$ cat src/rtl/isa_pkg.sv
// Shared ISA definitions: opcodes as encoded by the Execute stage.
// Any stage that decodes control_in imports this package.
package isa_pkg;

  typedef logic [3:0] opcode_t;

  localparam opcode_t OP_NOP   = 4'd0;
  localparam opcode_t OP_ADD   = 4'd2;
  localparam opcode_t OP_LOAD  = 4'd12;
  localparam opcode_t OP_STORE = 4'd14;
  localparam opcode_t OP_MOV   = 4'd15;

  function automatic logic is_mem_op(opcode_t op);
    return (op == OP_LOAD) || (op == OP_STORE);
  endfunction

endpackage

$ cat src/rtl/wait_timer.sv
// Wait-state counter for a memory access.
// tc flags the last allowed cycle before an abort.
module wait_timer #(
  parameter int MAX_WAIT = 15
) (
  input  logic clk,
  input  logic rst,
  input  logic clear,
  input  logic en,
  output logic tc
);

  localparam int W = $clog2(MAX_WAIT + 1);

  logic [W-1:0] count;

  always_ff @(posedge clk or posedge rst) begin
    if (rst) begin
      count <= '0;
    end else if (clear) begin
      count <= '0;
    end else if (en) begin
      count <= count + 1'b1;
    end
  end

  // The edge that would make count reach MAX_WAIT is the abort edge.
  assign tc = (count == W'(MAX_WAIT - 1));

endmodule

$ cat src/rtl/mem_access.sv
// Memory stage: issues LOAD/STORE to data memory, stalls upstream,
// and forwards all other results to write-back with 1-cycle latency.
module mem_access
  import isa_pkg::*;
#(
  parameter int DATA_W   = 16,
  parameter int MAX_WAIT = 15
) (
  input  logic              clk,
  input  logic              rst,
  input  logic [3:0]        control_in,
  input  logic [DATA_W-1:0] result_in,
  input  logic [DATA_W-1:0] store_data,
  input  logic [4:0]        dest_index_in,
  input  logic              dest_wr_en_in,
  output logic              mem_req,
  output logic              mem_we,
  output logic [DATA_W-1:0] mem_addr,
  output logic [DATA_W-1:0] mem_wdata,
  input  logic              mem_ready,
  input  logic [DATA_W-1:0] mem_rdata,
  output logic              stall,
  output logic [DATA_W-1:0] wb_data,
  output logic [4:0]        wb_index,
  output logic              wb_en,
  output logic              mem_err
);

  typedef enum logic {
    IDLE,
    ACCESS
  } state_t;

  state_t     state;
  state_t     state_nxt;
  logic       start;
  logic       tc;
  logic [4:0] idx_q;

  assign start = is_mem_op(control_in);

  wait_timer #(
    .MAX_WAIT(MAX_WAIT)
  ) u_timer (
    .clk  (clk),
    .rst  (rst),
    .clear(state == IDLE),
    .en   ((state == ACCESS) && !mem_ready),
    .tc   (tc)
  );

  always_ff @(posedge clk or posedge rst) begin
    if (rst) begin
      state <= IDLE;
    end else begin
      state <= state_nxt;
    end
  end

  always_comb begin
    state_nxt = state;
    unique case (state)
      IDLE:   if (start) state_nxt = ACCESS;
      ACCESS: if (mem_ready || tc) state_nxt = IDLE;
    endcase
  end

  always_comb begin
    stall = (state == ACCESS);
  end

  always_ff @(posedge clk or posedge rst) begin
    if (rst) begin
      mem_req   <= 1'b0;
      mem_we    <= 1'b0;
      mem_addr  <= '0;
      mem_wdata <= '0;
      idx_q     <= '0;
      wb_data   <= '0;
      wb_index  <= '0;
      wb_en     <= 1'b0;
      mem_err   <= 1'b0;
    end else begin
      wb_en   <= 1'b0;
      mem_err <= 1'b0;
      unique case (state)
        IDLE: begin
          if (start) begin
            mem_req   <= 1'b1;
            mem_we    <= (control_in == OP_STORE);
            mem_addr  <= result_in;
            mem_wdata <= store_data;
            idx_q     <= dest_index_in;
          end else begin
            wb_data  <= result_in;
            wb_index <= dest_index_in;
            wb_en    <= dest_wr_en_in && (control_in != OP_NOP);
          end
        end
        ACCESS: begin
          // A completing ready beats a simultaneous timeout.
          if (mem_ready) begin
            mem_req <= 1'b0;
            if (!mem_we) begin
              wb_data  <= mem_rdata;
              wb_index <= idx_q;
              wb_en    <= 1'b1;
            end
          end else if (tc) begin
            mem_req <= 1'b0;
            mem_err <= 1'b1;
          end
        end
      endcase
    end
  end

endmodule

$ cat config.mk
export PLATFORM = sky130hd
export DESIGN_NAME = mem_access
export DESIGN_NICKNAME = d
export VERILOG_FILES = /design/src/rtl/isa_pkg.sv /design/src/rtl/wait_timer.sv /design/src/rtl/mem_access.sv
export SDC_FILE = /design/constraint.sdc
export NUM_CORES = 1
export LEC_CHECK = 0
export CAP_MARGIN = 20
export CORE_MARGIN = 1.5
export CORE_UTILIZATION = 26
export CTS_CLUSTER_DIAMETER = 60
export DETAILED_ROUTE_END_ITERATION = 10
export PLACE_DENSITY = 0.56
export SETUP_SLACK_MARGIN = 0.2
export SLEW_MARGIN = 30
export SYNTH_ARGS = -nofsm -noshare
export SYNTH_HDL_FRONTEND = slang
export SYNTH_SLANG_ARGS = --single-unit
$ cat constraint.sdc
create_clock -name clk -period 2 [get_ports clk]
set_clock_uncertainty 0.1 [all_clocks]
set_input_delay 0.3 -clock clk [delete_from_list [all_inputs] [get_ports clk]]
set_output_delay 0.3 -clock clk [all_outputs]
set_load 0.01 [all_outputs]
==> results of run 1 <==
cell families after synthesis:
| group | after synthesis | synth area share, % |
|---|---|---|
| AOI/OAI and AO/OA | 7 | 1.824 |
| xor gates and xnor gates | 3 | 0.9120 |
| adders and majority gates | 2 | 0.8683 |
| buffers and inverters | 14 | 3.430 |
| DFF | 67 | 58.19 |
| muxes | 80 | 31.78 |
| and+or+nand+nor | 15 | 2.997 |
per-stage QoR:
| stage | power [mW] | worst slack [ns] |
|---|---|---|
| 4_1_cts | 4.278 | 0.1950 |
| 2_1_floorplan | 2.254 | 0.2962 |
| 3_3_place_gp | 2.922 | -0.01072 |
| 3_5_place_dp | 2.939 | -0.02224 |
| 6_report | 4.228 | 0.2542 |
| 5_1_grt | 4.481 | 0.2076 |
where the power goes:
part | internal, mW | switching (mW) | total (mW) | leakage (nW)
Clock | 0.739 | 0.536 | 1.28 | 0.117
Combinational | 0.807 | 0.412 | 1.22 | 0.983
Sequential | 1.61 | 0.125 | 1.73 | 0.801
final cells by class:
type | count | area (um2) | share of cell area, %
clock inverters | 6 | 87.58 | 1.905
clock buffers | 10 | 137.6 | 2.994
repair buffers | 132 | 1398 | 30.40
well taps | 140 | 175.2 | 3.811
flip-flops and latches | 67 | 1678 | 36.50
inverters | 3 | 15.01 | 0.3266
multi-input cells | 107 | 1106 | 24.06
metal layers:
| metal | vias to the layer above | track usage (%) | share of wire [%] |
|---|---|---|---|
| met4 | 0 | 5.075 | 0.99 |
| met1 | 1009 | 14.71 | 44 |
| met5 | - | 0 | 0 |
| met2 | 58 | 19.67 | 50 |
| met3 | 6 | 3.737 | 5.9 |
| li1 | 923 | - | - |
how the worst max path moves through the flow:
stage,depth (start not counted),slack (ns),endpoint
2_1_floorplan,4,0.30,wb_data[1]
3_3_place_gp,4,-0.01,mem_addr[9]
3_5_place_dp,4,-0.02,mem_addr[10]
4_1_cts,5,0.20,wb_data[13]
5_1_grt,6,0.21,wb_data[12]
6_report,6,0.25,wb_index[3]
registers in the layout, summed over array words and instances, names as in the netlist:
signal	flops
u_timer.count	4
mem_req	1
mem_we	1
wb_data	16
mem_err	1
mem_wdata	16
wb_index	5
wb_en	1
mem_addr	16
idx_q	5
stall	1
critical path, stage by stage, from the launching register on:
cell and delay, ns:
dfrtp_2 0.43, buf_4 0.16, buf_16 0.15, a21oi_4 0.17, buf_12 0.14, clkbuf_16 0.14, mux2_2 0.32
layout by cell type, fill, tap and decap left out:
| cell type | n |
|---|---|
| a21o_1 | 1 |
| a21oi_1 | 2 |
| a21oi_4 | 1 |
| and3_1 | 1 |
| and4bb_2 | 1 |
| buf_12 | 4 |
| buf_16 | 1 |
| buf_4 | 6 |
| buf_8 | 1 |
| bufinv_16 | 2 |
| clkbuf_16 | 2 |
| clkbuf_8 | 10 |
| clkdlybuf4s50_1 | 117 |
| clkinv_2 | 2 |
| clkinv_4 | 1 |
| clkinvlp_4 | 1 |
| dfrtp_1 | 66 |
| dfrtp_2 | 1 |
| dlygate4sd2_1 | 1 |
| ha_1 | 2 |
| inv_1 | 2 |
| inv_6 | 1 |
| mux2_2 | 76 |
| mux2_4 | 4 |
| nand2_1 | 2 |
| nand2b_1 | 2 |
| nand4b_1 | 1 |
| nor2_1 | 5 |
| nor2b_1 | 1 |
| nor3b_1 | 1 |
| o21ai_0 | 1 |
| o21bai_1 | 1 |
| o22ai_1 | 1 |
| or3_1 | 1 |
| xnor2_1 | 1 |
| xor2_1 | 2 |
what timing repair did:
action,4_1_cts,5_1_grt
pin swaps,0,1
setup endpoints to repair,1,17
endpoints found under the hold margin,0,0
cloned,1,3
gates resized for setup,2,2
buffers inserted,1,1
==> qor.yml, run 1 <==
routing:
  drc: 0
  drt.antenna.violating_nets: 0
  wl_per_cell_um: 15.00
  drt-initial-drc-count: 28
  drt_pre_antenna_iters: 4
  vias_per_cell: 4.292
  vias: 1996
  routed_wirelength_mm: 6.973
critical_path:
  cp-end-kind: "flop"
  timing.rr.start: "stall"
  rr_worst_depth: 6
  arrival_ns: 1.86
  critPathMaxFanout: 13
  start_kind: "flop"
  regToRegSetupSlack_ns: 0.25
  required_ns: 2.11
  crit_start: "stall"
  r2r_end: "wb_index[3]"
  worst-setup-path-type: "reg2reg"
synthesis:
  syn-num-nets: 251
  synth_flop_cell: "dfrtp_1"
  synthTopCellsByArea: "dfrtp_1 58%, mux2_2 30%, mux2_4 2.1%, buf_6 1.6%, buf_4 1.0%"
  synthArstFlopShare_pct: 100.0
  syn-cell-area_mm2: 0.002882
  yosysWarnings: 0
  syn_avg_cell_area_um2: 15.33
  synthCells: 188
  ys_types: 26
  ys_seq_elements: 67
  yosysSeqAreaShare_pct: 58.18
  synth_top_area_share_pct: 58.18
  synth_common_cells: "76 x mux2_2, 67 x dfrtp_1, 5 x nor2_1"
  synth_most_common_cell: "mux2_2"
  synth_area_leader_cell: "dfrtp_1"
  synth_edf_count: 0
min_path:
  hp-class: "in2async"
flow_run:
  cap_violations: 0
die:
  start_util_pct: 26.58
  dieArea_mm2: 0.01172
  fp.coreArea_mm2: 0.01084
  die_w_um: 108.3
  die_h_um: 108.3
  row_count: 38
  io-pin-count: 119
sta:
  timing.fmax_ghz: 0.5728
  fin_crit_ns: 1.746
  rsz0062_at_grt: "no"
  tightestPinTransition_ns: 0.3791
  hold_ws_ns: 0.2919
  finalMaxSlewViolations: 0
  hold_viol_final: 0
  relSlewSlack_pct: 74.73
  setup-tns-final_ns: 0
  setup-violations-final: 0
  fin_crit_sh_pct: 87.29
clock_network:
  clock-sinks: 67
  clk_pin_slew_ns: 0.08
  cts.root.buffer_cell: "clkbuf_8"
  h-tree-depth: 3
  clockBufferDepth: 2
  holdBufCountCts: 0
  clock_latency_ns: 0.34
  cts_tree: "yes"
  numCtsBuffers: 9
power_and_ir_drop:
  powerDensity_mw_per_mm2: 919.7
  p_leak_nw: 1.901
  peakVddDrop_mv: 0.3725
placed_design:
  dp_hpwl_mm: 4.344
  place_congestion: 0.6792
  dpl_cell_area_mm2: 0.004252
  dp_cells: 443
  io_buffers: 118
finish:
  drive_gt1_share_pct: 35.08
  utilization_pct: 42.41
  num_antenna_cells: 0
  fillerInstances: 1064
  design_area_mm2: 0.004597
  final_cells: 465
  nets: 383
  area_growth_pct: 59.53
global_routing:
  antenna_found_initial: 0
  grtUsageTotal_pct: 12.05
  grt_pass1_vias: 2102
  overflow: 0
  grt_max_degree: 68
  grt_pass1_wl_mm: 10.70
status:
  status: "completed"
Power figures use the tool's default switching activity.
==> run 2: changes to the inputs <==
==> constraint.sdc (replaced) <==
create_clock -name clk -period 2 [get_ports clk]
set_clock_uncertainty 0.1 [all_clocks]
set_input_delay 0.3 -clock clk [delete_from_list [all_inputs] [get_ports clk]]
set_output_delay 0.3 -clock clk [all_outputs]
set_load 0.005 [all_outputs]
==> run 2 against run 1 <==
  * Final cell count increased by 0.22%
  * Count of clock-buffer cells in the layout stayed put
  * Utilization up 0.081 points
  * Global-route usage is essentially flat
  * Die area stayed put
  * Largest cell class unchanged
==> qor.yml, run 2 (synthesized netlist as in run 1, its figures left out) <==
sta:
  fin_crit_ns: 1.747  # +0.001125 ns
  finalMaxSlewViolations: 0  # unchanged
  tightestPinTransition_ns: 0.3784  # -0.0006781 ns
  timing.fmax_ghz: 0.5724  # about the same
  postLayoutSetupSlackWorst_ns: 0.2531  # -0.001125 ns
  rsz0062_at_grt: "no"
  hold_viol_final: 0  # unchanged
  setup-violations-final: 0  # unchanged
  relSlewSlack_pct: 74.77  # about the same
  fin_crit_sh_pct: 87.34  # about the same
  setup-tns-final_ns: 0  # unchanged
critical_path:
  arrival_ns: 1.86  # about the same
  r2r_end: "wb_data[1]"
  worst-setup-path-type: "reg2reg"
  rr_worst_depth: 6  # unchanged
  cp_slowest_cell: "dfrtp_2"
  critPathMaxFanout: 13  # unchanged
  start_kind: "flop"
  critical_path.endpoint: "wb_data[1]"
  regToRegSetupSlack_ns: 0.25  # about the same
  crit_chain: "buf_4, buf_16, a21oi_4, buf_12, clkbuf_16, mux2_2"
  critPathMaxStageDelay_ns: 0.43  # about the same
  required_ns: 2.12  # about the same
  timing.rr.start: "stall"
  cp-end-kind: "flop"
  crit_start: "stall"
global_routing:
  antenna_found_initial: 0  # unchanged
  grt_pass1_vias: 2105  # +0.14%
  overflow: 0  # unchanged
  grt_max_degree: 68  # unchanged
  grt_pass1_wl_mm: 10.71  # +0.12%
  grtUsageTotal_pct: 12.06  # +0.013 points
routing:
  drt-initial-drc-count: 29  # +3.6%
  drc: 0  # unchanged
  vias: 1995  # -0.050%
  routed_wirelength_mm: 6.979  # about the same
  drt_pre_antenna_iters: 4  # unchanged
  drt.antenna.violating_nets: 0  # unchanged
  vias_per_cell: 4.281  # -0.26%
  wl_per_cell_um: 14.98  # -0.13%
flow_run:
  cap_violations: 0  # unchanged
die:
  io-pin-count: 119  # unchanged
  die_h_um: 108.3  # unchanged
  dieArea_mm2: 0.01172  # unchanged
  row_count: 38  # unchanged
  fp.coreArea_mm2: 0.01084  # unchanged
  die_w_um: 108.3  # unchanged
  start_util_pct: 26.58  # unchanged
finish:
  drive_gt1_share_pct: 35.28  # +0.20 points
  final_cell_mix: "118 x clkdlybuf4s50_1, 76 x mux2_2, 66 x dfrtp_1, 10 x clkbuf_8, 7 x buf_4"
  num_antenna_cells: 0  # unchanged
  reg_top3: "mem_addr (16), mem_wdata (16), wb_data (16)"
  fillerInstances: 1064  # unchanged
  nets: 384  # +0.26%
  area_growth_pct: 59.84
  layout_commonest_cell: "clkdlybuf4s50_1"
min_path:
  hp-class: "in2async"
power_and_ir_drop:
  powerDensity_mw_per_mm2: 898.4  # -2.3%
  peakVddDrop_mv: 0.3721  # about the same
  p_leak_nw: 1.902  # about the same
placed_design:
  place_congestion: 0.6792  # unchanged
  dp_hpwl_mm: 4.344  # unchanged
  place_worst_setup_slack_ns: -0.02224  # unchanged
  io_buffers: 118  # unchanged
status:
  status: "completed"
clock_network:
  clock-sinks: 67  # unchanged
  holdBufCountCts: 0  # unchanged
  cts_tree: "yes"
  clock_latency_ns: 0.34  # about the same
  clk_pin_slew_ns: 0.08  # about the same
  h-tree-depth: 3  # unchanged
  cts.root.buffer_cell: "clkbuf_8"
  clockBufferDepth: 2  # unchanged
  numCtsBuffers: 9  # unchanged
-- run 2: worst min-delay path by stage --
stage | start | endpoint | slack [ns] | depth (start not counted)
2_1_floorplan | dest_wr_en_in | wb_en | 0.34 | 2
3_3_place_gp | mem_req | mem_req | 0.36 | 1
3_5_place_dp | mem_req | mem_req | 0.37 | 1
4_1_cts | rst | mem_wdata[13] | 0.31 | 3
5_1_grt | rst | mem_wdata[13] | 0.33 | 3
6_report | rst | mem_wdata[13] | 0.29 | 3
-- run 2: layout make-up --
class / count / area, um2 / area share [%]
Clock buffer: 10 / 137.6 / 2.988
Clock inverter: 6 / 87.58 / 1.902
Inverter: 3 / 15.01 / 0.3260
Multi-Input combinational cell: 107 / 1106 / 24.02
Sequential cell: 67 / 1678 / 36.43
Tap cell: 140 / 175.2 / 3.803
Timing Repair Buffer: 133 / 1406 / 30.54
-- run 2: worst max-delay path, delay by kind of cell, from the launching register on --
family	cells	cell delay, ns
buffers and inverters	4	0.60
flip-flops	1	0.43
multiplexers	1	0.32
AO/OA/AOI/OAI	1	0.17
-- run 2: routing by layer --
layer	global-route usage [%]	vias to the layer above	share of wire, %	wire length (um)
met4	5.075	0	0.99	69
met2	19.67	58	50	3460
met1	14.75	1007	44	3040
li1	-	924	-	-
met3	3.737	6	5.9	409
met5	0	-	0	0
-- run 2: report_power, final --
part	leakage (nW)	total [mW]	switching, mW	internal [mW]
Combinational	0.984	1.13	0.323	0.806
Sequential	0.801	1.73	0.125	1.61
Clock	0.117	1.28	0.537	0.739
Total	1.90	4.14	0.985	3.15
-- run 2: repair_timing --
action	4_1_cts	5_1_grt
setup buffers	2	1
gates cloned	1	3
setup endpoints to repair	1	17
resized for setup	1	2
pin swaps	0	1
-- run 2: stage by stage --
step                utilization, %  power, mW  instances  cell area, um2  hold slack, ns
floorplan                        -      2.163        188            2885          0.3429
detailed placement           39.22      2.845        443            4252          0.3687
global route                 42.49      4.393        466            4606          0.3263
CTS                          41.75      4.188        462            4526          0.3094
finish                       42.49      4.138        466            4606          0.2912
global placement             39.22      2.829        443            4252          0.3584
